--- config.mk ---
export PLATFORM = sky130hd
export DESIGN_NAME = pipe_reg_em_elastic
export DESIGN_NICKNAME = d
export VERILOG_FILES = /design/src/rtl/pipe_pkg.sv /design/src/rtl/pipe_payload_entry.sv /design/src/rtl/pipe_reg_em_elastic.sv
export SDC_FILE = /design/constraint.sdc
export NUM_CORES = 1
export LEC_CHECK = 0
export ABC_AREA = 0
export BUFFER_PORTS_ARGS = -buffer_cell sky130_fd_sc_hd__buf_2
export CORE_MARGIN = 2
export CORE_UTILIZATION = 40
export CTS_CLUSTER_SIZE = 40
export DETAILED_ROUTE_END_ITERATION = 8
export PLACE_DENSITY = 0.65
export SLEW_MARGIN = 40
export SYNTH_ARGS = -nofsm -noshare
export SYNTH_HDL_FRONTEND = slang
export SYNTH_SLANG_ARGS = --single-unit
export TNS_END_PERCENT = 30
--- constraint.sdc ---
create_clock -name Clock -period 2.3 [get_ports Clock]
set_clock_uncertainty 0.05 [all_clocks]
set_input_delay 0.115 -clock Clock [delete_from_list [all_inputs] [get_ports Clock]]
set_output_delay 0.115 -clock Clock [all_outputs]
set_load 0.05 [all_outputs]
--- src/rtl/pipe_pkg.sv ---
// pipe_pkg: shared state encoding and bubble constants for the E/M pipeline register
package pipe_pkg;
  localparam logic [1:0] EMPTY = 2'd0;
  localparam logic [1:0] ONE = 2'd1;
  localparam logic [1:0] FULL = 2'd2;
  localparam logic [31:0] PC_RESET_DEFAULT = 32'h0000_3000;
  localparam logic [31:0] NOP_IR = 32'd0;
  localparam logic [31:0] ZERO_REG = 32'd0;
endpackage

--- src/rtl/pipe_payload_entry.sv ---
// pipe_payload_entry: one {IR,V2,AMO,A3,PC4} slot with clear-to-bubble, load and hold
module pipe_payload_entry
  import pipe_pkg::*;
#(
  parameter int DATA_W = 32,
  parameter int REG_W = 5,
  parameter logic [DATA_W-1:0] PC_RESET = DATA_W'(PC_RESET_DEFAULT),
  parameter int W = 4 * DATA_W + REG_W
) (
  input  logic         clk,
  input  logic         clear,
  input  logic         load,
  input  logic [W-1:0] d,
  output logic [W-1:0] q
);
  localparam logic [W-1:0] BUBBLE = {DATA_W'(NOP_IR), {(2 * DATA_W){1'b0}}, REG_W'(ZERO_REG), PC_RESET};
  logic [W-1:0] r = BUBBLE;
  assign q = r;
  always_ff @(posedge clk)
    if (clear) r <= BUBBLE;
    else if (load) r <= d;
endmodule

--- src/rtl/pipe_reg_em_elastic.sv ---
// pipe_reg_em_elastic: elastic E->M pipeline register with skid buffer, flush and stall counter
module pipe_reg_em_elastic
  import pipe_pkg::*;
#(
  parameter int DATA_W = 32,
  parameter int REG_W = 5,
  parameter logic [DATA_W-1:0] PC_RESET = DATA_W'(PC_RESET_DEFAULT),
  parameter int CNT_W = 16
) (
  input  logic              Clock,
  input  logic              Reset,
  input  logic              Flush,
  input  logic              In_Valid,
  output logic              In_Ready,
  input  logic [DATA_W-1:0] IR_E,
  input  logic [DATA_W-1:0] V2_E,
  input  logic [DATA_W-1:0] AMO_E,
  input  logic [REG_W-1:0]  A3_E,
  input  logic [DATA_W-1:0] PC4_E,
  output logic              Out_Valid,
  input  logic              Out_Ready,
  output logic [DATA_W-1:0] IR_M,
  output logic [DATA_W-1:0] V2_M,
  output logic [DATA_W-1:0] AMO_M,
  output logic [REG_W-1:0]  A3_M,
  output logic [DATA_W-1:0] PC4_M,
  output logic [1:0]        Occupancy,
  output logic [CNT_W-1:0]  Stall_Count
);
  localparam int W = 4 * DATA_W + REG_W;
  logic [1:0] state = EMPTY;
  logic [1:0] nxt;
  logic [CNT_W-1:0] stall_cnt = '0;
  logic [W-1:0] main_q, skid_q;
  logic in_fire, out_fire, kill;
  assign Out_Valid = state != EMPTY;
  assign In_Ready = state != FULL;
  assign Occupancy = state;
  assign Stall_Count = stall_cnt;
  assign in_fire = In_Valid & In_Ready;
  assign out_fire = Out_Valid & Out_Ready;
  assign kill = Reset | Flush;
  assign {IR_M, V2_M, AMO_M, A3_M, PC4_M} = main_q;
  always_comb
    nxt = Flush ? EMPTY :
          state == EMPTY ? (in_fire ? ONE : EMPTY) :
          state == ONE ? (in_fire && !out_fire ? FULL : !in_fire && out_fire ? EMPTY : ONE) :
          (out_fire ? ONE : FULL);
  always_ff @(posedge Clock)
    if (Reset) state <= EMPTY;
    else state <= nxt;
  always_ff @(posedge Clock)
    if (Reset) stall_cnt <= '0;
    else if (Out_Valid && !Out_Ready && !(&stall_cnt)) stall_cnt <= stall_cnt + CNT_W'(1);
  // MAIN refills from SKID when draining a FULL register, otherwise straight from E
  pipe_payload_entry #(.DATA_W(DATA_W), .REG_W(REG_W), .PC_RESET(PC_RESET)) u_main (
    .clk  (Clock),
    .clear(kill | (state == ONE && out_fire && !in_fire)),
    .load ((in_fire && (state == EMPTY || out_fire)) || (state == FULL && out_fire)),
    .d    (state == FULL ? skid_q : {IR_E, V2_E, AMO_E, A3_E, PC4_E}),
    .q    (main_q)
  );
  pipe_payload_entry #(.DATA_W(DATA_W), .REG_W(REG_W), .PC_RESET(PC_RESET)) u_skid (
    .clk  (Clock),
    .clear(kill | (state == FULL && out_fire)),
    .load (state == ONE && in_fire && !out_fire),
    .d    ({IR_E, V2_E, AMO_E, A3_E, PC4_E}),
    .q    (skid_q)
  );
endmodule

-- Yosys cells after proc, flatten, opt, wreduce, memory -nomap -nowiden
Cells that the tools add are included.
- bitwise gates (word level): 5
- eq/ne operators: 3
- reduce and logical (&&, ||, !) cells: 20
- mux-type cells: 7
- add/subtract/negate cells: 1
- operator list (cell ; count):
    133-bit 2-to-1 mux ; 1
    16-bit by 1-bit adder with 16-bit output (second input constant) ; 1
    16-bit AND reduction ; 1
    1-bit logical AND ; 10
    2-bit 2-to-1 mux ; 4
    1-bit logical NOT ; 4
    1-bit bitwise OR ; 3
    1-bit AND ; 2
    2-bit by 1-bit equality test with 1-bit output (second input constant) ; 1
    2-bit equality test (second input constant) ; 1
    2-bit logical NOT ; 1
    1-bit logical OR ; 2
    1-bit 2-to-1 mux ; 2
    2-bit inequality test (second input constant) ; 1
    2-bit nonzero test ; 1
    2-bit OR reduction ; 1
- word-level logic and storage cells: 40
- output and inout bits: 153
- bits in registers: 284
- input bits: 138

-- Longest topological paths before layout
Gate-level depths: netlist (run 1).
- depth after elaboration: 8
- mapped depth: 8
- depth with buffers taken out: 5

-- Modules after synthesis
Synthesis (run 1) repeated with hierarchy kept, for this count alone.
- cells, all modules: 1126
- area, all modules: 11964.0 um2
- modules (own cells, without submodules) (module ; area each (um2) ; cells each ; instances ; sequential area each (um2)):
    pipe_payload_entry ; 4702.0 ; 429 ; 2 ; 2662.6
    pipe_reg_em_elastic ; 2560.0 ; 268 ; 1 ; 360.3

-- Worst setup path before layout (run 1)
Ideal clock, no wire load.
- path kind: register to register
- start: register stall_cnt[0], in the netlist Stall_Count[0]
- end: register stall_cnt[14], in the netlist Stall_Count[14]
- buffers on the path: 0
- setup time: 0.121 ns
- cell stages (with the launch flop): 6
- path slack: -0.085 ns
- period minus slack after synthesis: 2.385 ns
- data required time: 2.129 ns
- data arrival time: 2.214 ns
- cell sequence: dfxtp_1 > ha_1 > nand4_1 > or2_2 > a2111oi_0 > mux2_2
- cells in the longest elaborated chain, start to end: 3
- elaborated cells on any way between the ends: 4
- those cells by class: 1 x add/sub; 3 x reduce/logical
- RTL lines (element ; RTL line ; text):
    start: declaration ; pipe_reg_em_elastic.sv:33 ; logic [CNT_W-1:0] stall_cnt = '0;
    start signal: assignment ; pipe_reg_em_elastic.sv:54 ; else if (Out_Valid && !Out_Ready && !(&stall_cnt)) stall_cnt <= stall_cnt + CNT_W'(1);
    parallel branches: the longest is 3 deep, another holds 16-bit by 1-bit adder with 16-bit output ; n/a ;
Parallel ways; which one is timed is not known.
A chain may end at the register's enable or synchronous reset.

-- Worst setup path in the final report (run 1)
- start: register state[1], in the netlist Occupancy[1]
- end: output port In_Ready
- cells in the longest elaborated chain, start to end: 1
- RTL lines (element ; RTL line ; text):
    start: declaration ; pipe_reg_em_elastic.sv:31 ; logic [1:0] state = EMPTY;
    start signal: assignment ; pipe_reg_em_elastic.sv:51 ; else state <= nxt;
    2-bit inequality test ; pipe_reg_em_elastic.sv:37 ; assign In_Ready = state != FULL;
    end: declaration ; pipe_reg_em_elastic.sv:14 ; output logic In_Ready,
No other way between the ends.

==> results of run 1 <==
registers in the layout (all words and copies together) (netlist names):
signal       cells
u_main.q       133
Occupancy        2
u_skid.q       133
Stall_Count     16
per-stage QoR:
step	cell area, um^2	cells	setup slack, ps	utilization [%]	power, mW
floorplan	11070	1429	-2.476	-	5.985
global placement	13040	2004	361.6	48.11	6.415
detailed placement	13040	2004	238.0	48.11	6.427
CTS	15380	2198	156.1	56.75	11.25
global route	15380	2199	117.2	56.75	11.56
finish	15380	2199	184.5	56.75	11.15
synthesized netlist by cell type (all sizes together), types with 4 or more instances:
cell type / instances
nand3: 10
buf: 9
nand2: 537
a311oi: 132
dfxtp: 284
nand4: 4
nor2: 139
a21oi: 143
nor4: 5
nor3: 4
or4: 8
clkbuf: 110
o31ai: 7
power groups by stage:
| stage | registers, mW | logic, mW | clock network, mW |
|---|---|---|---|
| 6_report | 5.11 | 1.40 | 4.64 |
| 5_1_grt | 5.12 | 1.51 | 4.94 |
| 4_1_cts | 5.11 | 1.40 | 4.75 |
| 3_5_place_dp | 5.22 | 1.21 | 0 |
| 3_3_place_gp | 5.21 | 1.20 | 0 |
| 2_1_floorplan | 5.59 | 0.399 | 0 |
cells in the final DEF (no fill, tap or decap), drive strengths merged, types with 3 or more instances in the layout:
master,netlist,routed
nand2,537,537
buf,9,322
dfxtp,284,284
a21oi,143,143
nor2,139,139
dlygate4sd3,0,138
a311oi,132,132
clkbuf,110,43
clkinv,0,11
nand3,10,10
or4,8,8
o31ai,7,7
nor4,5,5
nand4,4,4
nor3,4,4
or2,3,3
nand2b,3,3
o21ai,3,3
inv,3,3
nor2b,3,3
worst max-delay path, cell delays in order (launching register included):
cell	delay (ps)
dfxtp_1	350
buf_4	160
nor2b_4	280
inv_4	160
buf_12	210
buf_2	230
layout make-up:
cell class | count | area, um^2
inverter | 3 | 13.76
sequential | 284 | 5688
timing repair buffer | 460 | 3286
antenna | 1 | 2.502
clock buffer | 43 | 880.8
multi-input combinational | 1023 | 4967
clock inverter | 13 | 77.57
tap | 372 | 465.4
fill | 2473 | 11720
routing by layer:
layer	global-route usage (%)	vias to the layer above	routed length, um
li1	-	5610	-
met1	26.94	5155	14200
met2	36.59	364	15330
met3	6.209	67	2674
met4	7.767	0	1089
met5	0	-	0
cell families after synthesis:
logic type	Yosys count	synth area share [%]
AND/OR/NAND/NOR	723	25.66
buffers and inverters	122	4.226
flip-flops	284	51.35
AO/OA/AOI/OAI	294	18.18
XOR/XNOR	1	0.07912
multiplexers	4	0.3842
adder cells (fa/ha/maj)	1	0.1130
timing repair:
item | in CTS | in global routing
hold buffers | 138 | 0
hold endpoints to repair | 280 | 0
endpoints found under the setup margin | 0 | 0
resized for setup | 0 | 0
how the worst max path moves through the flow:
stage / to / from / slack [ps] / cells past startpoint
final: In_Ready / Occupancy[1] / 180 / 5
after CTS: In_Ready / Occupancy[1] / 160 / 5
after global routing: In_Ready / Occupancy[1] / 120 / 5
after global placement: Stall_Count[15] / Stall_Count[2] / 360 / 4
after detailed placement: Stall_Count[14] / Stall_Count[0] / 240 / 5
after floorplan: Stall_Count[15] / Occupancy[0] / -2 / 5
==> impl_metrics.ini, run 1 <==
[run_status]
status = finished clean

[run]
cap_violations = 0

[cts]
cts_sinks = 284
clock_latency_ps = 540
ctsLongestPathBuffers = 3
cts_htree_levels = 1
clkTransAtPathRegs_ps = 60
post_cts_buffers = 0
cts_tree = yes
cts-root-buf = clkbuf_16
numCtsBuffers = 30

[power_and_ir_drop]
p_leak_nw = 6.256
netSwitchingFraction_pct = 26.50
combPwrFrac_pct = 12.6
p_clk_share_pct = 41.6
seqPwrFrac_pct = 45.8
powerDensity_nw_per_um2 = 724.9
internal_power_mw = 8.195
switching_power_mw = 2.955
ir_drop_mv = 0.5562

[timing]
setup_viol = 0
rsz0062_at_grt = no
fmax_mhz = 472.7
worst_pin_slew_ps = 675.8
relSlewSlack_pct = 54.60
period_share_pct = 91.98
drv_slew = 0
whs_ps = 63.45
fin_tns_setup_ps = 0
hold_viol = 0
post-route-min-period_ps = 2116

[drt]
drt-pass1-iter-count = 5
drc = 0
drt-total-wl_um = 33290
drt-wirelength-per-cell_um = 15.14
drtIter0Drc = 844
route.vias.total = 11200
ant_nets = 0
via_per_inst = 5.091

[synthesis]
yosysWarnings = 0
syn_avg_cell_area_um2 = 7.748
yosysTopAreaCellShare_pct = 51.35
yosysTopAreaCell = dfxtp_1
synth_edf_count = 0
yosysSeqAreaShare_pct = 51.35
synthFlopType = dfxtp_1
synth_cells = 1429
ys_ff_latch = 284
synth.area.top_cells = dfxtp_1, nand2_1, a311oi_1, a21oi_1, nor2_1
ys_async_sr_fraction_pct = 0
synthesis.area_um2 = 11070
synthDistinctLibCells = 40
syn_nets = 1568

[worst_setup_path]
r2r-end = Stall_Count[14]
critical_path_class = reg -> out
worstSetupStartpointType = flip-flop
worst_r2r_path_depth = 5
cp.arrival_ps = 1950
required_ps = 2130
r2r_slack_ps = 190
reg2reg_from = Stall_Count[0]
end_kind = primary output
cp_max_fo = 34

[worst_hold_path]
worstHoldPathType = in -> reg
hold_path_end = Stall_Count[2]
hold_depth = 4
hp-start = Out_Ready

[global_routing]
overflow = 0
grt_first_pass_wirelength_um = 52810
grt_pass1_vias = 10720
grt_max_degree = 79
antenna_found_initial = 1
grtUsageTotal_pct = 21.88

[floorplanning]
boundaryPins = 291
placementRows = 60
die_w_um = 170.4
coreArea_um2 = 27100
die_h_um = 170.4
die_area_um2 = 29030
start_util_pct = 40.85

[cells_and_area]
finalNetCount = 1941
syn_to_final_growth_pct = 38.92
layout-drive-gt1-share_pct = 21.19

[place]
hpwl_um = 19930
port_buffers = 290
gp_congestion = 0.8102
No activity file was read; power rests on OpenSTA's default activity.
==> run 2: changes to the inputs <==
--- a/config.mk
+++ b/config.mk
@@ -5,13 +5,13 @@
 export SDC_FILE = /design/constraint.sdc
 export NUM_CORES = 1
 export LEC_CHECK = 0
-export ABC_AREA = 0
-export BUFFER_PORTS_ARGS = -buffer_cell sky130_fd_sc_hd__buf_2
+export ABC_AREA = 1
+export BUFFER_PORTS_ARGS = -buffer_cell sky130_fd_sc_hd__buf_4
 export CORE_MARGIN = 2
 export CORE_UTILIZATION = 40
 export CTS_CLUSTER_SIZE = 40
 export DETAILED_ROUTE_END_ITERATION = 8
-export PLACE_DENSITY = 0.65
+export PLACE_DENSITY = 0.64
 export SLEW_MARGIN = 40
 export SYNTH_ARGS = -nofsm -noshare
 export SYNTH_HDL_FRONTEND = slang
==> impl_metrics.ini, run 2 <==
[timing]
hold_viol = 0
fmax_mhz = 462.4
worst_pin_slew_ps = 782.1
rsz0062_at_grt = no
relSlewSlack_pct = 47.86
drv_slew = 0
setup_viol = 0
post-route-min-period_ps = 2163
period_share_pct = 94.03
whs_ps = 366.9
fin_tns_setup_ps = 0

[cells_and_area]
layout_common_cells = nor2_1, buf_4, dfxtp_1, nand2_1, o21ai_0
layout_commonest_cell = nor2_1
layout-drive-gt1-share_pct = 26.73
ff_latch_area_um2 = 5689
fill_cells = 2793
finalNetCount = 2142
multi_input_area_um2 = 5828
syn_to_final_growth_pct = 37.89

[cts]
cts_resized = 0
cts_sinks = 284
ctsLongestPathBuffers = 3
cts_htree_levels = 2
post_cts_buffers = 0
clkTransAtPathRegs_ps = 60
cts_tree = yes
numCtsBuffers = 34
cts-root-buf = clkbuf_16
clock_latency_ps = 500

[global_routing]
antenna_found_initial = 1
overflow = 0
grt_pass1_vias = 11760
grtUsageTotal_pct = 22.05
grt_first_pass_wirelength_um = 60260
grt_max_degree = 76

[synthesis]
synth_top_cells_by_count = nor2_1, dfxtp_1, nand2_1
yosysSeqAreaShare_pct = 45.55
syn_avg_cell_area_um2 = 7.602
yosysTopAreaCell = dfxtp_1
synth.most_common_cell = nor2_1
synth_edf_count = 0
synthDistinctLibCells = 28
synth.area.top_cells = dfxtp_1, a21oi_2, nor2_1, nand2_1, o21ai_0
yosysTopAreaCellShare_pct = 45.55
synth_cells = 1642
syn_nets = 1781
ys_ff_latch = 284
yosysWarnings = 0
synthesis.area_um2 = 12480
ys_async_sr_fraction_pct = 0
synthFlopType = dfxtp_1

[floorplanning]
die_w_um = 180.7
die_area_um2 = 32630
start_util_pct = 40.70
boundaryPins = 291
coreArea_um2 = 30670
placementRows = 64
die_h_um = 180.7

[worst_hold_path]
worstHoldPathType = in -> reg

[worst_setup_path]
critical_path_class = reg -> out
end_kind = primary output
required_ps = 2130
worstSetupStartpointType = flip-flop
cp.arrival_ps = 2000
cp_max_fo = 56

[place]
port_buffers = 290
gp_congestion = 0.8487
hpwl_um = 22280

[drt]
wl_met1_um = 16530
maxUsedRoutingLayer = met4
route.vias.total = 12290
drt-wirelength-per-cell_um = 15.34
via_per_inst = 5.076
drt-pass1-iter-count = 5
drt-total-wl_um = 37140
wl_met2_um = 17510
drc = 0
ant_nets = 0
wl_met3_um = 2289
drtIter0Drc = 805

[run_status]
status = finished clean

[power_and_ir_drop]
powerDensity_nw_per_um2 = 694.5
ir_drop_mv = 0.4443
p_leak_nw = 6.898
power_mw = 11.95

[run]
cap_violations = 0
==> run 2: cell types whose count changed after synthesis, sizes merged, moves of 79 or more <==
cell    change
clkbuf     -79
buf        +88
nand3     +112
nand2     -295
o21ai     +163
a311oi    -132
a21oi     +128
nor2      +220
==> run 2: area by class of cell <==
type	count	area share, %
Sequential cell	284	33.05
Antenna cell	1	0.01454
Tap cell	396	2.879
Clock inverter	6	0.3417
Timing Repair Buffer	453	22.52
Inverter	57	1.294
Clock buffer	51	6.034
Multi-Input combinational cell	1173	33.86
==> run 2: layer usage <==
layer / vias to the layer above / GRT usage, %
met3: 64 / 4.022
met2: 376 / 37.58
met1: 5736 / 28.23
met5: - / 0
li1: 6112 / -
met4: 0 / 6.903
==> run 2: cells by family (layout without fill, tap and decap cells) <==
kind of cell    count (synthesis)  count (layout)  synth area share, %
compound gates                443             443                22.45
fa+ha+maj                       1               1               0.1002
buf+inv                       185             567                7.999
flops                         284             284                45.55
other cells                     0               1                    0
simple gates                  729             729                23.90
==> run 2: final timing paths <==
check | cells past startpoint | slack (ps) | startpoint | endpoint
setup reg to reg | 10 | 260 | Stall_Count[0] | Stall_Count[10]
hold reg to reg | 2 | 390 | u_skid.q[119] | u_skid.q[119]
hold / removal | 4 | 370 | V2_E[13] | u_skid.q[82]
setup / recovery | 4 | 140 | Occupancy[0] | In_Ready
==> run 2: what timing repair did <==
item,in CTS,in global routing
endpoints found under the setup margin,0,0
hold buffers,140,0
endpoints found under the hold margin,266,0
==> run 2: stage by stage <==
stage / std cells / worst slack, ps / instance area (um^2) / util, %
2_1_floorplan: 1642 / 374.5 / 12480 / -
3_3_place_gp: 2223 / 454.6 / 14710 / 47.96
3_5_place_dp: 2223 / 459.6 / 14710 / 47.96
4_1_cts: 2420 / 112.0 / 17210 / 56.11
5_1_grt: 2420 / 13.09 / 17210 / 56.11
6_report: 2421 / 137.2 / 17210 / 56.12
==> run 2: report_power, final <==
part,switching (mW),leakage (nW),internal [mW]
Combinational,0.959,4.05,0.658
Sequential,0.0724,2.30,5.02
Clock,2.02,0.542,3.22
==> run 2: critical path, cell delays in order, from the launching register on <==
cell	delay, ps
dfxtp_1	370
clkinv_2	180
nand2_8	120
buf_4	500
buf_4	310
